## src/rtl/db_nb_buf_ctrl.sv

```systemverilog
// Deblocking neighbour-buffer client: per MB, reads the 4 words stored for column mb_x
// (left by the MB row above), then overwrites them with the current MB's 4 words.
module db_nb_buf_ctrl #(
  parameter int WORD_W   = 28,
  parameter int ADDR_W   = 9,
  parameter int MBX_W    = 7,
  parameter int MAX_MB_X = 119
) (
  input  logic                clk,
  input  logic                rst,
  input  logic                start_i,
  input  logic [MBX_W-1:0]    mb_x_i,
  input  logic                first_row_i,
  input  logic [4*WORD_W-1:0] wr_data_i,
  output logic [4*WORD_W-1:0] rd_data_o,
  output logic                rd_valid_o,
  output logic                busy_o,
  output logic                done_o,
  output logic                err_o,
  output logic                ram_cen_o,
  output logic                ram_oen_o,
  output logic                ram_wen_o,
  output logic [ADDR_W-1:0]   ram_addr_o,
  output logic [WORD_W-1:0]   ram_data_o,
  input  logic [WORD_W-1:0]   ram_data_i
);

  // Handshake: start_i is a single-cycle request, taken only while busy_o=0;
  // done_o pulses once per taken request, and rd_data_o/rd_valid_o hold until the next one.
  typedef enum logic [1:0] {IDLE, READ, WRITE, DONE} state_t;

  state_t              state_q, state_nxt;
  logic [1:0]          k_q, k_nxt;
  logic [MBX_W-1:0]    mb_x_q, mb_x_use;
  logic [4*WORD_W-1:0] wr_data_q, wr_data_use;
  logic                read_q;
  logic                accept, bad_mb, access_nxt;
  logic [ADDR_W-1:0]   addr_nxt;
  logic [WORD_W-1:0]   wr_word_nxt;
  logic [1:0]          k_rd;

  assign accept = start_i && (state_q == IDLE);
  assign bad_mb = int'(mb_x_i) > MAX_MB_X;

  always_comb begin
    state_nxt = state_q;
    k_nxt     = k_q;
    case (state_q)
      IDLE: begin
        k_nxt = 2'd0;
        if (start_i) begin
          if (bad_mb)           state_nxt = DONE;
          else if (first_row_i) state_nxt = WRITE;
          else                  state_nxt = READ;
        end
      end
      READ: begin
        k_nxt = k_q + 2'd1;
        if (k_q == 2'd3) state_nxt = WRITE;
      end
      WRITE: begin
        k_nxt = k_q + 2'd1;
        if (k_q == 2'd3) state_nxt = DONE;
      end
      DONE: begin
        k_nxt     = 2'd0;
        state_nxt = IDLE;
      end
      default: begin
        k_nxt     = 2'd0;
        state_nxt = IDLE;
      end
    endcase
  end

  always_ff @(posedge clk) begin
    if (rst) begin
      state_q <= IDLE;
      k_q     <= 2'd0;
    end else begin
      state_q <= state_nxt;
      k_q     <= k_nxt;
    end
  end

  // RAM port values are derived from the state being entered, so they are registered
  // yet line up with that state's cycle.
  assign mb_x_use    = accept ? mb_x_i : mb_x_q;
  assign wr_data_use = accept ? wr_data_i : wr_data_q;
  assign access_nxt  = (state_nxt == READ) || (state_nxt == WRITE);
  assign addr_nxt    = (ADDR_W'(mb_x_use) << 2) + ADDR_W'(k_nxt);
  assign wr_word_nxt = wr_data_use[k_nxt*WORD_W +: WORD_W];
  assign k_rd        = k_q - 2'd1;

  always_ff @(posedge clk) begin
    if (rst) begin
      mb_x_q     <= '0;
      wr_data_q  <= '0;
      read_q     <= 1'b0;
      rd_data_o  <= '0;
      rd_valid_o <= 1'b0;
      busy_o     <= 1'b0;
      done_o     <= 1'b0;
      err_o      <= 1'b0;
      ram_cen_o  <= 1'b1;
      ram_oen_o  <= 1'b1;
      ram_wen_o  <= 1'b1;
      ram_addr_o <= '0;
      ram_data_o <= '0;
    end else begin
      busy_o     <= state_nxt != IDLE;
      done_o     <= state_nxt == DONE;
      err_o      <= accept && bad_mb;
      ram_cen_o  <= !access_nxt;
      ram_oen_o  <= state_nxt != READ;
      ram_wen_o  <= state_nxt != WRITE;
      ram_addr_o <= access_nxt ? addr_nxt : '0;
      ram_data_o <= (state_nxt == WRITE) ? wr_word_nxt : '0;

      if (accept) begin
        mb_x_q     <= mb_x_i;
        wr_data_q  <= wr_data_i;
        read_q     <= !bad_mb && !first_row_i;
        rd_valid_o <= 1'b0;
        rd_data_o  <= '0;
      end

      // RAM read data trails its access by one cycle; word 3 lands in WRITE k=0.
      if (state_q == READ && k_q != 2'd0)
        rd_data_o[k_rd*WORD_W +: WORD_W] <= ram_data_i;
      if (state_q == WRITE && k_q == 2'd0 && read_q)
        rd_data_o[3*WORD_W +: WORD_W] <= ram_data_i;

      if (state_q == WRITE && k_q == 2'd3)
        rd_valid_o <= read_q;
    end
  end

endmodule
```

## config.mk

```make
export PLATFORM = sky130hd
export DESIGN_NAME = db_nb_buf_ctrl
export DESIGN_NICKNAME = d
export VERILOG_FILES = /design/src/rtl/db_nb_buf_ctrl.sv
export SDC_FILE = /design/constraint.sdc
export NUM_CORES = 1
export LEC_CHECK = 0
export ABC_AREA = 1
export CAP_MARGIN = 20
export CORE_MARGIN = 4
export CORE_UTILIZATION = 35
export CTS_BUF_LIST = sky130_fd_sc_hd__clkbuf_4
export DETAILED_ROUTE_END_ITERATION = 16
export PLACE_DENSITY_LB_ADDON = 0.12
export SLEW_MARGIN = 10
export SYNTH_ARGS = -nofsm -noshare
export SYNTH_HDL_FRONTEND = slang
export SYNTH_SLANG_ARGS = --single-unit
```

## constraint.sdc

```tcl
create_clock -name clk -period 3.82 [get_ports clk]
set_clock_uncertainty 0.15 [all_clocks]
set_input_delay 0.764 -clock clk [delete_from_list [all_inputs] [get_ports clk]]
set_output_delay 0.764 -clock clk [all_outputs]
set_load 0.01 [all_outputs]
```

* Yosys cells after proc, flatten, opt, wreduce, memory -nomap -nowiden
Index checks and enable logic that the tools add are counted.
Word-level totals: register bits after elaboration 280, latch bits 0, memory bits (writable) 0, bits in read-only memories 0, input port bits 151, output and inout port bits 156, logic and storage cells 72, memories kept 0
Operators by class: add/sub/neg operators 4, $mul 2, div/mod/pow operators 0, order comparisons 1, equality and inequality tests 9, shifts and indexed selects 3, multiplexer cells 16, bitwise logic cells 2, reductions and logical operators 20
Operators with widths (count):
- 112-bit two-way mux | 4
- 112-bit bitwise mux | 1
- 28-bit by 34-bit variable shift with 112-bit output (first input constant) | 1
- 112-bit by 8-bit variable part select with 28-bit output | 1
- 28-bit by 34-bit variable part select with 112-bit output | 1
- 7-bit negator with 34-bit output | 1
- 28-bit two-way mux | 1
- 2-bit == test (second input constant) | 5
- 2-bit by 3-bit multiplier with 5-bit output (second input constant) | 2
- 2-bit two-way mux | 5
- 9-bit by 2-bit adder with 9-bit output | 1
- 2-bit one-hot mux with 4 select lines | 1
- 2-bit OR reduction | 4
- 7-bit greater-than comparator (second input constant) | 1
- 1-bit logical AND | 7
- 7-bit two-way mux | 1
- 2-bit nonzero test | 3
- 2-bit by 1-bit == test with 1-bit output (second input constant) | 2
- 2-bit zero test | 2
- 2-bit one-hot mux with 2 select lines | 1
- 1-bit zero test | 3
- 2-bit by 1-bit adder with 2-bit output (second input constant) | 1
- 1-bit two-way mux | 2
- 2-bit by 1-bit inequality test with 1-bit output (second input constant) | 1
- other kinds (4) | 5

* Depth between registers and ports, before layout
depth in word-level cells 8, gate-level depth with buffers 14, depth with buffers taken out 12

* Least setup slack after synthesis
No wires, ideal clock.
path kind register to register, start register k_q[0], end register rd_data_o[76], library setup time 0.132 ns, arrival time 2.149 ns, slack 1.389 ns, stages on the path, launching flop included 13, path buffers 4, clock period less this slack 2.431 ns, cells stage by stage dfxtp_1 buf_4 inv_2 buf_2 ha_1 buf_6 nor2_8 inv_2 nand2_4 clkbuf_1 o21ai_0 nand2_1 a21oi_1
Between the ends: longest elaborated chain between the ends 6
Ends and longest elaborated chain:
- start: declaration | line 33 | logic [1:0] k_q, k_nxt;
- start signal: assignment | line 82 | k_q <= k_nxt;
- 2-bit by 1-bit subtractor with 2-bit output | line 93 | assign k_rd = k_q - 2'd1;
- 2-bit by 3-bit multiplier with 5-bit output | line 130 | rd_data_o[k_rd*WORD_W +: WORD_W] <= ram_data_i;
- 7-bit negator with 34-bit output | line 130
- 28-bit by 34-bit variable part select with 112-bit output / 28-bit by 34-bit variable shift with 112-bit output (equally long branches) | line 130
- 112-bit bitwise mux | line 130
- 112-bit two-way mux * | line 129 | if (state_q == READ && k_q != 2'd0)
- end signal: indexed assignment | line 130
- end signal: indexed assignment | line 132 | rd_data_o[3*WORD_W +: WORD_W] <= ram_data_i;
- end: declaration | line 15 | output logic [4*WORD_W-1:0] rd_data_o,
Every way passes the cells marked *; elsewhere a longest branch is shown, timed or not. A chain may end at the register's enable or synchronous reset.

* Final worst setup path
start register k_q[0], end register rd_data_o[82]
Same word-level chain as after synthesis.

==> summary.md <==
| Metric | Value |
|---|---|
| Number of antenna violations at the first check in global routing | 7 |
| Area Growth Syn to Fin | 31.84% |
| DRC viols | 0 |
| Vias in the first global route | 14300 |
| Yosys top cell area share | 40.68% |
| Synth top area cells | dfxtp_1 41%, nand2_1 15%, nand3_1 13% |
| Reg2reg start | k_q[0] |
| Nets@finish | 2412 |
| Distinct cell type count after synthesis | 32 |
| Die H | 206.4 microns |
| Critical Path End Type | flip-flop |
| IO Port Bufs | 306 |
| Origin of the worst setup path | k_q[0] |
| Area leader, netlist | dfxtp_1 |
| Vias/cell | 5.363 |
| Core Rows | 72 |
| Status | complete, no violations |
| Post-CTS sizing | 0 |
| Post-DP HPWL | 41570 microns |
| Pin count of the biggest net entering global routing | 135 |
| Drt first pass iters | 6 |
| Met1 wire length | 27250 microns |
| Root Driver | clkbuf_4 |
| # fillers | 4001 |
| RSZ-0062 raised after global routing | false |
| Syn nets | 2145 |
| I/O pins | 307 |
| Leak pwr | 7.584 nW |
| GRT Residual Overflow | 0 |
| Post-Syn Instances | 1979 |
| DIE AREA | 0.04261 sq mm |
| Mean Syn Cell Area | 6.962 sq um |
| Critical Path Most Common Cell | buf_4 |
| Ys async rst share | 0% |
| Hold wc startpoint | rst |
| Maximum clock rate | 323.9 MHz |
| Final hold viol count | 0 |
| CTS tree | done |
| Vias | 15180 |
| ANT nets after route | 0 |
| CTS buffer count | 80 |
| WL final | 59610 microns |
| Layout Utilization | 46.78% |
| Synth Warn # | 0 |
| DR WL met3 | 5839 microns |
| Part of the cycle the worst path needs | 80.82% |
| CP Max Fanout | 60 |
| Global Route Usage Sum | 26.77% |
| Setup_tns | 0 ns |
| Global-route wire length before repair | 87460 microns |
| Top delay family on crit path | buffers and inverters |
| Crit Path Class | reg2reg |
| Worst slew margin | 34.72% |
| Startpoint Class | flip-flop |
| CTS H-Tree Depth | 3 |
| Main synth FF type | dfxtp_1 |
| Clk buf depth | 3 |
| Clock Latency Late Sink | 0.78 ns |
| Slowest stage delay, CP | 0.66 ns |
| Core ar. | 0.03883 sq mm |
| Final setup vio count | 0 |
| Data required time of the worst path | 4.31 ns |
| Die width | 206.4 microns |
| Max Cap Viol | 0 |
| Most frequent cells in the layout | 555 x nand2_1, 345 x nand3_1, 305 x clkdlybuf4s50_1 |
| Final Critical Period | 3.087 ns |
| Number of synthesized flops with an enable pin | 0 |
| Post-Syn Area | 0.01378 sq mm |
| Clk slew on worst S/H paths | 0.08 ns |
| Sequential cell area fraction in the yosys report | 40.68% |
| Critical path's slowest cell | buf_4 |
| Met2 routed WL | 24910 microns |
| Seq cells post-synth | 280 |
| Worst-path cell chain | buf_4 > nand2_4 > inv_4 > nor2_4 > buf_4 > nor2_1 > inv_1 > o21ai_0 > o21ai_1 > a21oi_1 |
| Hold Crit Class | in2reg |
| CTS Sinks | 280 |
| P per Cell Area | 464.1 mW/mm^2 |
| Starting Density | 35.49% |
| Worst path bufs/invs | 4 |
| Leading cell type in the layout, fill and taps excluded | nand2_1 |
| First DRT Iteration DRCs | 1691 |
| Post-CTS Hold Buffers | 0 |
| VDD IR max | 0.0002346 V |
| Max layer used | met5 |
| Avg WL per Cell | 21.06 microns |
| Post-CTS Setup Repair Bufs | 0 |
| Final Max Slew Viols | 0 |
| Fraction of layout cells with a size suffix above 1 | 8.456% |
| RD Place Congestion | 1.026 |
| Measured slew at the worst slew-check pin | 0.9791 ns |
| Arrival time at the worst endpoint | 3.58 ns |
[per-layer routing]
| metal | track usage (%) | up-vias |
|---|---|---|
| li1 | - | 7231 |
| met1 | 39.45 | 7117 |
| met2 | 37.14 | 711 |
| met3 | 7.139 | 121 |
| met4 | 9.838 | 2 |
| met5 | 0 | - |
[metrics by stage]
stage	power, mW	cells	hold slack, ns	worst slack, ns	area, sq um
floorplan	4.667	1979	0.3011	1.389	13780
global placement	5.533	2682	0.3056	0.8522	17100
detailed placement	5.537	2682	0.3101	0.8516	17100
CTS	8.477	2824	0.2310	0.7963	18150
global route	8.884	2831	0.2734	0.6482	18160
finish	8.430	2831	0.3088	0.7328	18160
[flip-flops by register name, summed over array words and instances, names as in the netlist]
| register | cells |
|---|---|
| busy_o | 1 |
| rd_data_o | 112 |
| ram_data_o | 28 |
| err_o | 1 |
| ram_addr_o | 9 |
| mb_x_q | 7 |
| k_q | 2 |
| read_q | 1 |
| done_o | 1 |
| ram_wen_o | 1 |
| ram_cen_o | 1 |
| state_q | 2 |
| wr_data_q | 112 |
| rd_valid_o | 1 |
| ram_oen_o | 1 |
[where the power goes]
part | switching, mW | internal [mW]
Combinational | 1.62 | 0.775
Sequential | 0.0495 | 3.08
Clock | 1.34 | 1.56
[kinds of logic (layout without fill, tap and decap cells)]
kind of cell | count (synthesis) | after routing | share of synthesized area (%)
other | 0 | 7 | 0
adders and majority gates | 15 | 15 | 1.362
AOI/OAI and AO/OA | 329 | 329 | 12.79
DFF | 280 | 280 | 40.68
and+or+nand+nor | 1066 | 1066 | 33.25
muxes | 63 | 63 | 4.577
buffers and inverters | 226 | 553 | 7.337
[synthesized netlist by cell type, types with 9 or more instances]
| library cell | number |
|---|---|
| nand2_1 | 555 |
| nand3_1 | 345 |
| dfxtp_1 | 280 |
| a21oi_1 | 189 |
| nor2_1 | 125 |
| o21ai_0 | 67 |
| mux2i_1 | 63 |
| clkbuf_1 | 60 |
| buf_2 | 56 |
| inv_1 | 54 |
| a31oi_1 | 38 |
| nand4_1 | 23 |
| buf_1 | 19 |
| o211ai_1 | 19 |
| ha_1 | 15 |
| inv_2 | 15 |
| buf_4 | 13 |
| o21ai_1 | 9 |
[path summary, 6_finish.rpt]
check,end,slack (ns),depth (start not counted)
worst max-delay path,rd_data_o[82],0.73,10
worst min-delay path,rd_data_o[75],0.31,2
worst max register to register,rd_data_o[82],0.73,10
worst min register to register,rd_valid_o,0.31,2
[worst register-to-register path: stages, from the launching register on]
cell     delay, ns
dfxtp_2       0.39
buf_4         0.66
nand2_4       0.23
inv_4         0.20
nor2_4        0.05
buf_4         0.21
nor2_1        0.44
inv_1         0.22
o21ai_0       0.13
o21ai_1       0.13
a21oi_1       0.14
[area by class of cell]
type                            count  area (sq um)  share of cell area [%]
Tap cell                          518         648.1                   3.568
Clock inverter                     23         156.4                  0.8610
Antenna cell                        7         17.52                 0.09643
Sequential cell                   280          5607                   30.87
Clock buffer                      119         893.4                   4.918
Multi-Input combinational cell   1473          7181                   39.53
Inverter                           72         275.3                   1.515
Timing Repair Buffer              339          3387                   18.65
Power figures use the tool's default switching activity.
